### src/rtl/x_pulse_pkg.sv
// Shared types and constants for the x pulse generator and its gap timer.
package x_pulse_pkg;

    typedef enum logic [1:0] {
        IDLE  = 2'd0,
        PULSE = 2'd1,
        GAP   = 2'd2,
        DONE  = 2'd3
    } state_t;

    localparam int PHASE_W = 2;
    localparam logic [PHASE_W-1:0] PHASE_HIT_VAL = 2'd3;

endpackage

### src/rtl/x_gap_timer.sv
// Loadable down-counter timing the idle cycles between x pulses.
module x_gap_timer #(
    parameter int GAP_W = 4
) (
    input  logic             clk,
    input  logic             rst_n,
    input  logic             load,
    input  logic [GAP_W-1:0] value,
    input  logic             enable,
    output logic             expired
);

    logic [GAP_W-1:0] r_cnt;

    always_ff @(posedge clk or negedge rst_n) begin
        if (!rst_n) begin
            r_cnt <= '0;
        end else if (load) begin
            r_cnt <= value;
        end else if (enable && (r_cnt != '0)) begin
            r_cnt <= r_cnt - GAP_W'(1);
        end
    end

    // Expiry fires on the last enabled cycle, so a load of N gives N enabled cycles.
    assign expired = enable && (r_cnt == GAP_W'(1));

endmodule

### src/rtl/x_pulse_gen.sv
// Burst generator for the single-bit x pulse line, with a mirror of the detector's mod-4 phase.
// Optional abort input enabled by defining X_PULSE_GEN_ABORT_EN.
module x_pulse_gen
    import x_pulse_pkg::*;
#(
    parameter int CNT_W = 8,
    parameter int GAP_W = 4
) (
    input  logic             clk,
    input  logic             rst_n,
    input  logic             start,
    input  logic [CNT_W-1:0] count,
    input  logic [GAP_W-1:0] gap,
`ifdef X_PULSE_GEN_ABORT_EN
    input  logic             abort,
`endif
    output logic             ready,
    output logic             busy,
    output logic             x,
    output logic             done,
    output logic [1:0]       phase,
    output logic             phase_hit,
    output logic [1:0]       dbg_state
);

    state_t             r_state;
    state_t             w_state_nxt;
    logic [CNT_W-1:0]   r_remain;
    logic [CNT_W-1:0]   w_remain_nxt;
    logic [GAP_W-1:0]   r_gap;
    logic [PHASE_W-1:0] r_phase;
    logic [PHASE_W-1:0] w_phase_nxt;
    logic               r_x;
    logic               r_busy;
    logic               r_ready;
    logic               r_done;
    logic               r_phase_hit;
    logic               w_accept;
    logic               w_tmr_load;
    logic               w_tmr_en;
    logic               w_tmr_expired;
    logic               w_abort;

`ifdef X_PULSE_GEN_ABORT_EN
    assign w_abort = abort;
`else
    assign w_abort = 1'b0;
`endif

    x_gap_timer #(
        .GAP_W (GAP_W)
    ) u_gap_timer (
        .clk     (clk),
        .rst_n   (rst_n),
        .load    (w_tmr_load),
        .value   (r_gap),
        .enable  (w_tmr_en),
        .expired (w_tmr_expired)
    );

    always_comb begin
        w_state_nxt  = r_state;
        w_remain_nxt = r_remain;
        w_phase_nxt  = r_phase;
        w_accept     = 1'b0;
        w_tmr_load   = 1'b0;
        w_tmr_en     = 1'b0;
        case (r_state)
            IDLE: begin
                if (start) begin
                    w_accept     = 1'b1;
                    w_remain_nxt = count;
                    w_state_nxt  = (count == '0) ? DONE : PULSE;
                end
            end
            PULSE: begin
                // The pulse on the line this cycle always counts, even when aborted.
                w_phase_nxt  = r_phase + PHASE_W'(1);
                w_remain_nxt = r_remain - CNT_W'(1);
                if (w_abort || (r_remain == CNT_W'(1))) begin
                    w_state_nxt = DONE;
                end else if (r_gap == '0) begin
                    w_state_nxt = PULSE;
                end else begin
                    w_state_nxt = GAP;
                    w_tmr_load  = 1'b1;
                end
            end
            GAP: begin
                w_tmr_en = 1'b1;
                if (w_abort) begin
                    w_state_nxt = DONE;
                end else if (w_tmr_expired) begin
                    w_state_nxt = PULSE;
                end
            end
            DONE: begin
                w_state_nxt = IDLE;
            end
            default: begin
                w_state_nxt = IDLE;
            end
        endcase
    end

    // Outputs are registered from the next state so they equal a Moore decode of r_state.
    always_ff @(posedge clk or negedge rst_n) begin
        if (!rst_n) begin
            r_state     <= IDLE;
            r_remain    <= '0;
            r_gap       <= '0;
            r_phase     <= '0;
            r_phase_hit <= 1'b0;
            r_x         <= 1'b0;
            r_busy      <= 1'b0;
            r_ready     <= 1'b1;
            r_done      <= 1'b0;
        end else begin
            r_state     <= w_state_nxt;
            r_remain    <= w_remain_nxt;
            if (w_accept) begin
                r_gap <= gap;
            end
            r_phase     <= w_phase_nxt;
            r_phase_hit <= (w_phase_nxt == PHASE_HIT_VAL);
            r_x         <= (w_state_nxt == PULSE);
            r_busy      <= (w_state_nxt == PULSE) || (w_state_nxt == GAP);
            r_ready     <= (w_state_nxt == IDLE);
            r_done      <= (w_state_nxt == DONE);
        end
    end

    assign ready     = r_ready;
    assign busy      = r_busy;
    assign x         = r_x;
    assign done      = r_done;
    assign phase     = r_phase;
    assign phase_hit = r_phase_hit;
    assign dbg_state = r_state;

endmodule

### config.mk
export PLATFORM = sky130hd
export DESIGN_NAME = x_pulse_gen
export DESIGN_NICKNAME = d
export VERILOG_FILES = /design/src/rtl/x_pulse_pkg.sv /design/src/rtl/x_gap_timer.sv /design/src/rtl/x_pulse_gen.sv
export SDC_FILE = /design/constraint.sdc
export NUM_CORES = 1
export LEC_CHECK = 0
export ABC_AREA = 1
export CORE_UTILIZATION = 50
export CTS_CLUSTER_DIAMETER = 60
export CTS_CLUSTER_SIZE = 30
export DETAILED_ROUTE_END_ITERATION = 10
export PLACE_DENSITY_LB_ADDON = 0.2
export SLEW_MARGIN = 20
export SYNTH_ARGS = -nofsm -noshare
export SYNTH_HDL_FRONTEND = slang
export SYNTH_SLANG_ARGS = --single-unit
### constraint.sdc
create_clock -name clk -period 2.66 [get_ports clk]
set_clock_uncertainty 0.15 [all_clocks]
set_input_delay 0.266 -clock clk [delete_from_list [all_inputs] [get_ports clk]]
set_output_delay 0.266 -clock clk [all_outputs]
set_load 0.05 [all_outputs]
==> results of run 1 <==
-- placed cells by master, fill, tap and decap left out --
cell,n
o21ai_0,9
nor2_4,2
a21oi_1,4
nor3_1,2
buf_4,1
nand4_1,6
clkdlybuf4s50_1,23
dfstp_2,1
nand3_2,2
inv_1,27
inv_6,1
o22ai_1,1
ha_1,7
or2_2,2
xor2_1,1
nor2_2,3
nand2_1,56
dfrtp_1,24
nand2_2,3
nor2_1,15
inv_2,4
or2_0,1
o211ai_1,1
nand3_1,20
clkbuf_4,3
-- layer usage --
metal	track usage (%)	up-vias	share of wire [%]
met5	0	-	0
met4	7.50	0	1.1
met3	6.51	4	6.0
met2	41.7	57	49
met1	26.2	612	44
li1	-	662	-
-- how the worst min path moves through the flow --
stage / depth (start not counted) / from / end
finish: 2 / rst_n / r_remain[2]
global route: 2 / rst_n / r_remain[2]
CTS: 2 / rst_n / r_remain[2]
detailed placement: 2 / r_remain[7] / r_remain[7]
global placement: 2 / r_remain[7] / r_remain[7]
floorplan: 0 / rst_n / busy
-- flip-flops by register name, summed over array words and instances, names as in the netlist --
name	flops
r_remain	8
r_gap	4
u_gap_timer.r_cnt	4
dbg_state	2
phase	2
busy	1
done	1
phase_hit	1
ready	1
x	1
-- final cells by class --
type,count,area share [%]
multi-input cells,135,39.6
flip-flops and latches,25,36.0
repair buffers,24,13.7
inverters,31,6.69
well taps,31,2.23
clock buffers,3,1.29
clock inverters,1,0.504
-- logic make-up after synthesis --
| family | count (synthesis) |
|---|---|
| adders and majority gates | 7 |
| xor gates and xnor gates | 1 |
| buffers and inverters | 33 |
| DFF | 25 |
| AOI/OAI and AO/OA | 15 |
| and+or+nand+nor | 112 |
-- metrics by stage --
stage          util [%]  cell area [um^2]  power, W
5_1_grt            63.6              1740   0.00240
3_3_place_gp       62.5              1710   0.00195
3_5_place_dp       62.5              1710   0.00200
4_1_cts            63.6              1740   0.00220
6_report           63.6              1740   0.00220
2_1_floorplan         -              1440   0.00166
-- worst register-to-register path, cell delays in order, from the launching register on --
cell and delay, ns:
dfrtp_1 0.39, inv_1 0.13, ha_1 0.17, nand2_1 0.05, nor2_1 0.11, nand2_2 0.12, nand2_1 0.09, nand2_1 0.07
nand3_1 0.14, ha_1 0.24
-- where the power goes --
group          internal [W]  switching (W)  total [W]
clock             0.0000614       0.000128   0.000189
combinational      0.000427       0.000885    0.00131
sequential         0.000579       0.000116   0.000694
total               0.00107        0.00113    0.00220
==> metrics.log, run 1 <==
INFO  metric result_of_the_run = finished clean
INFO  metric timing.critical_path.to_type = primary output
INFO  metric min_path_type = in2async
INFO  metric hpwlAfterDp = ~2400 um
INFO  metric hold-worst-slack = roughly 0.11 ns
INFO  metric fin_setup_tns = 0 ns
INFO  metric ir_drop = about 1.1 mV
INFO  metric clock_latency = 0.34 ns
INFO  metric drive_gt1_share = between 10% and 20%
INFO  metric drtPass1Iterations = 4
INFO  metric critical-path-top-delay-family = buffers and inverters
INFO  metric global_route_wire_length_before_repair = 5770 um
INFO  metric clock_tree_from_tritoncts = built
INFO  metric top_reg_cell_synth = dfrtp_1
INFO  metric finish.cell_count_without_fillers = 250
INFO  metric finalCritPeriodShare = 79.5%
INFO  metric regToRegSetupSlack = between 0.9 and 1 ns
INFO  metric ctsLongestPathBuffers = 2
INFO  metric r2r-start = r_remain[1]
INFO  metric design.final.nets = roughly 240
INFO  metric rsz0062_at_grt = false
INFO  metric pre_cts_slack = 0.864 ns
INFO  metric synth-seq-area-share = 43.4%
INFO  metric fin_ws = 0.544 ns
INFO  metric maxClockFrequency = about 470 MHz
INFO  metric regArea = about 630 um^2
INFO  metric i_o_pin_total = 24
INFO  metric multiInputGateArea = around 690 um^2
INFO  metric endpoint = ready
INFO  metric power_leakage = about 0.88 nW
INFO  metric setup_viol = 0
INFO  metric slew_violations = 0
INFO  metric number_of_port_buffers = 23
INFO  metric antenna_cells_inserted = 0
INFO  metric regToRegEndpoint = busy
INFO  metric worstPathMaxFanout = 1
INFO  metric synth_area_leaders = dfrtp_1 (42%), nand2_1 (15%), inv_1 (7.0%)
INFO  metric place_congestion = between 0.9 and 1
INFO  metric drt.antenna.violating_nets = 0
INFO  metric chipWidth = between 50 and 60 um
INFO  metric grt_pass1_vias = between 1k and 1.5k
INFO  metric netlist-cell-type-count = 23
INFO  metric clk_pin_slew = 0.16 ns
INFO  metric synth_top_area_share = about two fifths
INFO  metric synth-simple-area-share = between 30% and 40%
INFO  metric drt-initial-drc-count = 62
INFO  metric antenna_found_initial = 0
INFO  metric synth_fa_ha_area_share = around 6%
INFO  metric synth_seq_cells = 25
INFO  metric timing.critical_path.arrival = ~1.7 ns
INFO  metric yosysMostFrequentCell = nand2_1
INFO  metric crit_buf_inv = 1
INFO  metric timing.critical_path.required = 2.24 ns
INFO  metric placement_rows = 19
INFO  metric grt_usage = between 20 and 25%
INFO  metric power-per-cell-area = between 1000 and 1500 mW/mm^2
INFO  metric drc = 0
INFO  metric clock-sinks = 25
INFO  metric fillCellCount = ~230
INFO  metric largest_family_of_logic_cells_by_synthesized_area = simple AND/OR/NAND/NOR gates
INFO  metric synth_area = ~0.0014 mm^2
INFO  metric warnings_from_yosys = 0
INFO  metric category_of_the_critical_setup_timing_path = reg2out
INFO  metric cpMaxStageDelayCell = clkdlybuf4s50_1
INFO  metric design.die.area = about 0.0031 mm^2
INFO  metric detail_route.wl_per_cell = between 10 and 15 um
INFO  metric timing.reg2reg.worst_path_depth = 9
INFO  metric tightestPinTransition = between 0.5 and 0.6 ns
INFO  metric floorplan.initialDensity = roughly 53%
INFO  metric fraction_of_synthesized_cell_area_in_xor_and_xnor_cells = less than 1%
INFO  metric cts_setup_buffers = 0
INFO  metric crit_path_max_incr_delay = about 0.80 ns
INFO  metric post_synth_inst_count = a little under 200
INFO  metric hold_buffer_count_at_cts = 0
INFO  metric worstPathCellList = clkdlybuf4s50_1
INFO  metric dpl.cell_count = between 200 and 250
INFO  metric vias_per_cell = about 5.3
INFO  metric avgSynthCellArea = 7.48 um^2
INFO  metric finalWirelength = roughly 3200 um
INFO  metric cts-buffers-inserted = 3
INFO  metric synth.mux.area_fraction = 0%
INFO  metric ys_top_cells_by_count = nand2_1 (56), inv_1 (27), dfrtp_1 (24)
INFO  metric crit_path_start_kind = register
INFO  metric core_area = between 0.002 and 0.003 mm^2
INFO  metric ctsResizeCount = 0
INFO  metric cap_violations = 0
INFO  metric clock_root_cell = clkbuf_4
INFO  metric num_vias = between 1k and 1.5k
INFO  metric post-route-min-period = 2.12 ns
INFO  metric grt_max_degree = 26
INFO  metric synth_enable_flop_cells = 0
INFO  metric timing.slew.headroom = about two thirds
INFO  metric die_h = 55.7 um
INFO  metric synth-compound-area-share = 5.46%
INFO  metric asyncSetResetFlopFracSynth = 100%
INFO  metric area_growth_syn_to_layout = 20.5%
INFO  metric synth_fp_nets = ~220
INFO  metric final_report_hold_violation_count = 0
INFO  metric h-tree-depth = 1
INFO  metric crit_cells = 1
INFO  metric grt_overflow_total = 0
INFO  metric synth_top_cell_by_area = dfrtp_1
INFO  metric startpoint = ready
Note: power is estimated with default switching activity, not from simulation.
==> run 2, diff against run 1 <==
Settings changed: CORE_UTILIZATION 50 to 47.
Clock period 2.66 ns to 1.9 ns, I/O delays scaled along.
==> run 2 against run 1 <==
The run now ends with DRC left. Sequential share of layout area stayed put. Critical path type unchanged. Largest cell class unchanged. Clock power grew 39%. Wire length grew 3.7%. Via count down 2.0%. Sequential power grew 40%. Highest routed layer unchanged. Clock-buffer cell count stayed put. Sequential cell count unchanged. Worst setup slack got worse by 0.49 ns. Critical path depth is the same.
==> metrics.log, run 2 (synthesized netlist as in run 1, its figures left out) <==
INFO  metric fin_ws = 0.0511 ns (-0.493 ns)
INFO  metric finish.cell_count_without_fillers = 251 (+0.40%)
INFO  metric design.die.area = 0.00330 mm^2 (+6.2%)
INFO  metric pre_cts_slack = 0.146 ns (-0.718 ns)
INFO  metric clock_latency = 0.33 ns (about the same)
INFO  metric rsz0062_at_grt = false
INFO  metric detail_route.wl_per_cell = 13.1 um (+3.3%)
INFO  metric worstPathCellList = clkdlybuf4s50_1
INFO  metric grt_usage = 22.3% (-0.80 points)
INFO  metric drive_gt1_share = 11.8% (+1.8 points)
INFO  metric drt.antenna.violating_nets = 0 (unchanged)
INFO  metric startpoint = busy
INFO  metric power.sequential.fraction = 31.6% (about the same)
INFO  metric result_of_the_run = finished with violations
INFO  metric design.final.nets = 243 (+0.41%)
INFO  metric clock-sinks = 25 (unchanged)
INFO  metric dpl.cell_count = 247 (+0.41%)
INFO  metric number_of_port_buffers = 23 (unchanged)
INFO  metric h-tree-depth = 1 (unchanged)
INFO  metric crit_buf_inv = 1 (unchanged)
INFO  metric grt_pass1_vias = 1379 (+0.44%)
INFO  metric num_vias = 1308 (-2.0%)
INFO  metric hpwlAfterDp = 2530 um (+7.1%)
INFO  metric timing.slew.headroom = 66.6% (+1.5 points)
INFO  metric slew_violations = 0 (unchanged)
INFO  metric timing.critical_path.arrival = 1.51 ns (-0.19 ns)
INFO  metric power-per-cell-area = 1770 mW/mm^2 (+40%)
INFO  metric most_frequent_cells_in_the_layout = nand2_1 (56), inv_1 (27), dfrtp_1 (24)
INFO  metric cpMaxStageDelayCell = clkdlybuf4s50_1
INFO  metric failed_checks = DRC
INFO  metric finalCritPeriodShare = 97.3%
INFO  metric largest_reg_flops = 8 (unchanged)
INFO  metric min_path_type = in2async
INFO  metric vias_per_cell = 5.21 (-2.4%)
INFO  metric area_growth_syn_to_layout = 20.5% (unchanged)
INFO  metric chipWidth = 57.4 um (+3.0%)
INFO  metric cap_violations = 0 (unchanged)
INFO  metric timing.critical_path.to_type = primary output
INFO  metric critical-path-top-delay-family = buffers and inverters
INFO  metric clock_root_cell = clkbuf_4
INFO  metric drtPass1Iterations = 7 (+3)
INFO  metric tightestPinTransition = 0.499 ns (-0.0231 ns)
INFO  metric clk_pin_slew = 0.15 ns (about the same)
INFO  metric place_congestion = 0.909 (-8.1%)
INFO  metric p_clk_share = 8.5% (about the same)
INFO  metric placement_rows = 19 (unchanged)
INFO  metric power.total = 0.00308 W (+40%)
INFO  metric post-route-min-period = 1.85 ns
INFO  metric ir_drop = 1.10 mV (+4.9%)
INFO  metric fillCellCount = 259 (+12%)
INFO  metric multiInputGateArea = 688 um^2 (unchanged)
INFO  metric floorplan.initialDensity = 51.0% (-1.8 points)
INFO  metric antenna_cells_inserted = 0 (unchanged)
INFO  metric regToRegSetupSlack = 0.14 ns (-0.77 ns)
INFO  metric setup_viol = 0 (unchanged)
INFO  metric crit_path_start_kind = register
INFO  metric biggestRegsByFlops = r_remain: 8 flops, r_gap: 4 flops, u_gap_timer.r_cnt: 4 flops
INFO  metric regArea = 627 um^2 (unchanged)
INFO  metric final_report_hold_violation_count = 0 (unchanged)
INFO  metric cts-buffers-inserted = 3 (unchanged)
INFO  metric core_area = 0.00283 mm^2 (+3.5%)
INFO  metric power_switching_share = 51.9% (+0.44 points)
INFO  metric global_route_wire_length_before_repair = 5750 um (-0.36%)
INFO  metric grt_overflow_total = 0 (unchanged)
INFO  metric antenna_found_initial = 0 (unchanged)
INFO  metric drt-initial-drc-count = 74 (+19%)
INFO  metric fin_setup_tns = 0 ns (unchanged)
INFO  metric clock_tree_from_tritoncts = built
INFO  metric power.switching = 0.00160 W (+42%)
INFO  metric finalWirelength = 3280 um (+3.7%)
INFO  metric worstPathMaxFanout = 1 (unchanged)
INFO  metric maxClockFrequency = 541 MHz
INFO  metric internal_power = 0.00149 W (+39%)
INFO  metric category_of_the_critical_setup_timing_path = reg2out
INFO  metric timing.critical_path.required = 1.56 ns (-0.68 ns)
INFO  metric layout.cells.most_common = nand2_1
INFO  metric grt_max_degree = 26 (unchanged)
INFO  metric combPwrFrac = 59.9% (about the same)
INFO  metric most_flops_register = r_remain
INFO  metric die_h = 57.4 um (+3.0%)
INFO  metric crit_path_max_incr_delay = 0.80 ns (about the same)
INFO  metric r2r-start = r_remain[1]
INFO  metric power_leakage = 0.896 nW (+1.7%)
INFO  metric drc = 1 (+1)
INFO  metric ctsLongestPathBuffers = 2 (unchanged)
INFO  metric i_o_pin_total = 24 (unchanged)
## run 2: changes by cell type in the layout (fill, tap and decap cells not counted), sizes merged
cell and change:
buf +4, clkdlybuf4s50 -5, clkinvlp +1, dlygate4sd2 +1, dlymetal6s2s +1, inv -1
## run 2: what timing repair did
action                     4_1_cts  5_1_grt
resized for setup                1        1
buffers inserted                 0        0
hold buffers                     0        0
setup endpoints to repair        1        1
## run 2: cell type report
cell class | instances | area share, %
Multi-Input combinational cell | 135 | 39.6
Tap cell | 31 | 2.23
Inverter | 31 | 6.69
Clock inverter | 1 | 0.432
Timing Repair Buffer | 25 | 13.7
Sequential cell | 25 | 36.0
Clock buffer | 3 | 1.29
## run 2: power by group through the flow
stage | Clock, W | Combinational (W) | Sequential [W]
after global routing | 0.000277 | 0.00207 | 0.00101
after global placement | 0 | 0.00179 | 0.000977
after CTS | 0.000258 | 0.00186 | 0.000976
final | 0.000263 | 0.00185 | 0.000974
after floorplan | 0 | 0.00106 | 0.00127
after detailed placement | 0 | 0.00185 | 0.000987
## run 2: path summary, 6_finish.rpt
kind                               endpoint  cells past startpoint
worst max-delay path                   busy                      1
worst min-delay path               r_gap[3]                      2
worst max register to register         busy                      9
worst min register to register  r_remain[5]                      2
max in group asynchronous             ready                      2
min in group clk                   r_gap[1]                      3
## run 2: per-stage QoR
step,hold slack [ns],util (%),instance area (um^2)
after detailed placement,0.357,60.4,1710
after CTS,0.0598,61.4,1740
final,0.0406,61.5,1740
after floorplan,-0.256,-,1440
after global routing,0.0872,61.5,1740
after global placement,0.344,60.4,1710
## run 2: routing by layer
metal / global-route usage, % / up-vias / share of wire [%]
met3: 3.17 / 7 / 5.4
met1: 27.7 / 603 / 45
met2: 39.0 / 34 / 48
met4: 8.71 / 0 / 1.7
met5: 0 / - / 0
li1: - / 664 / -
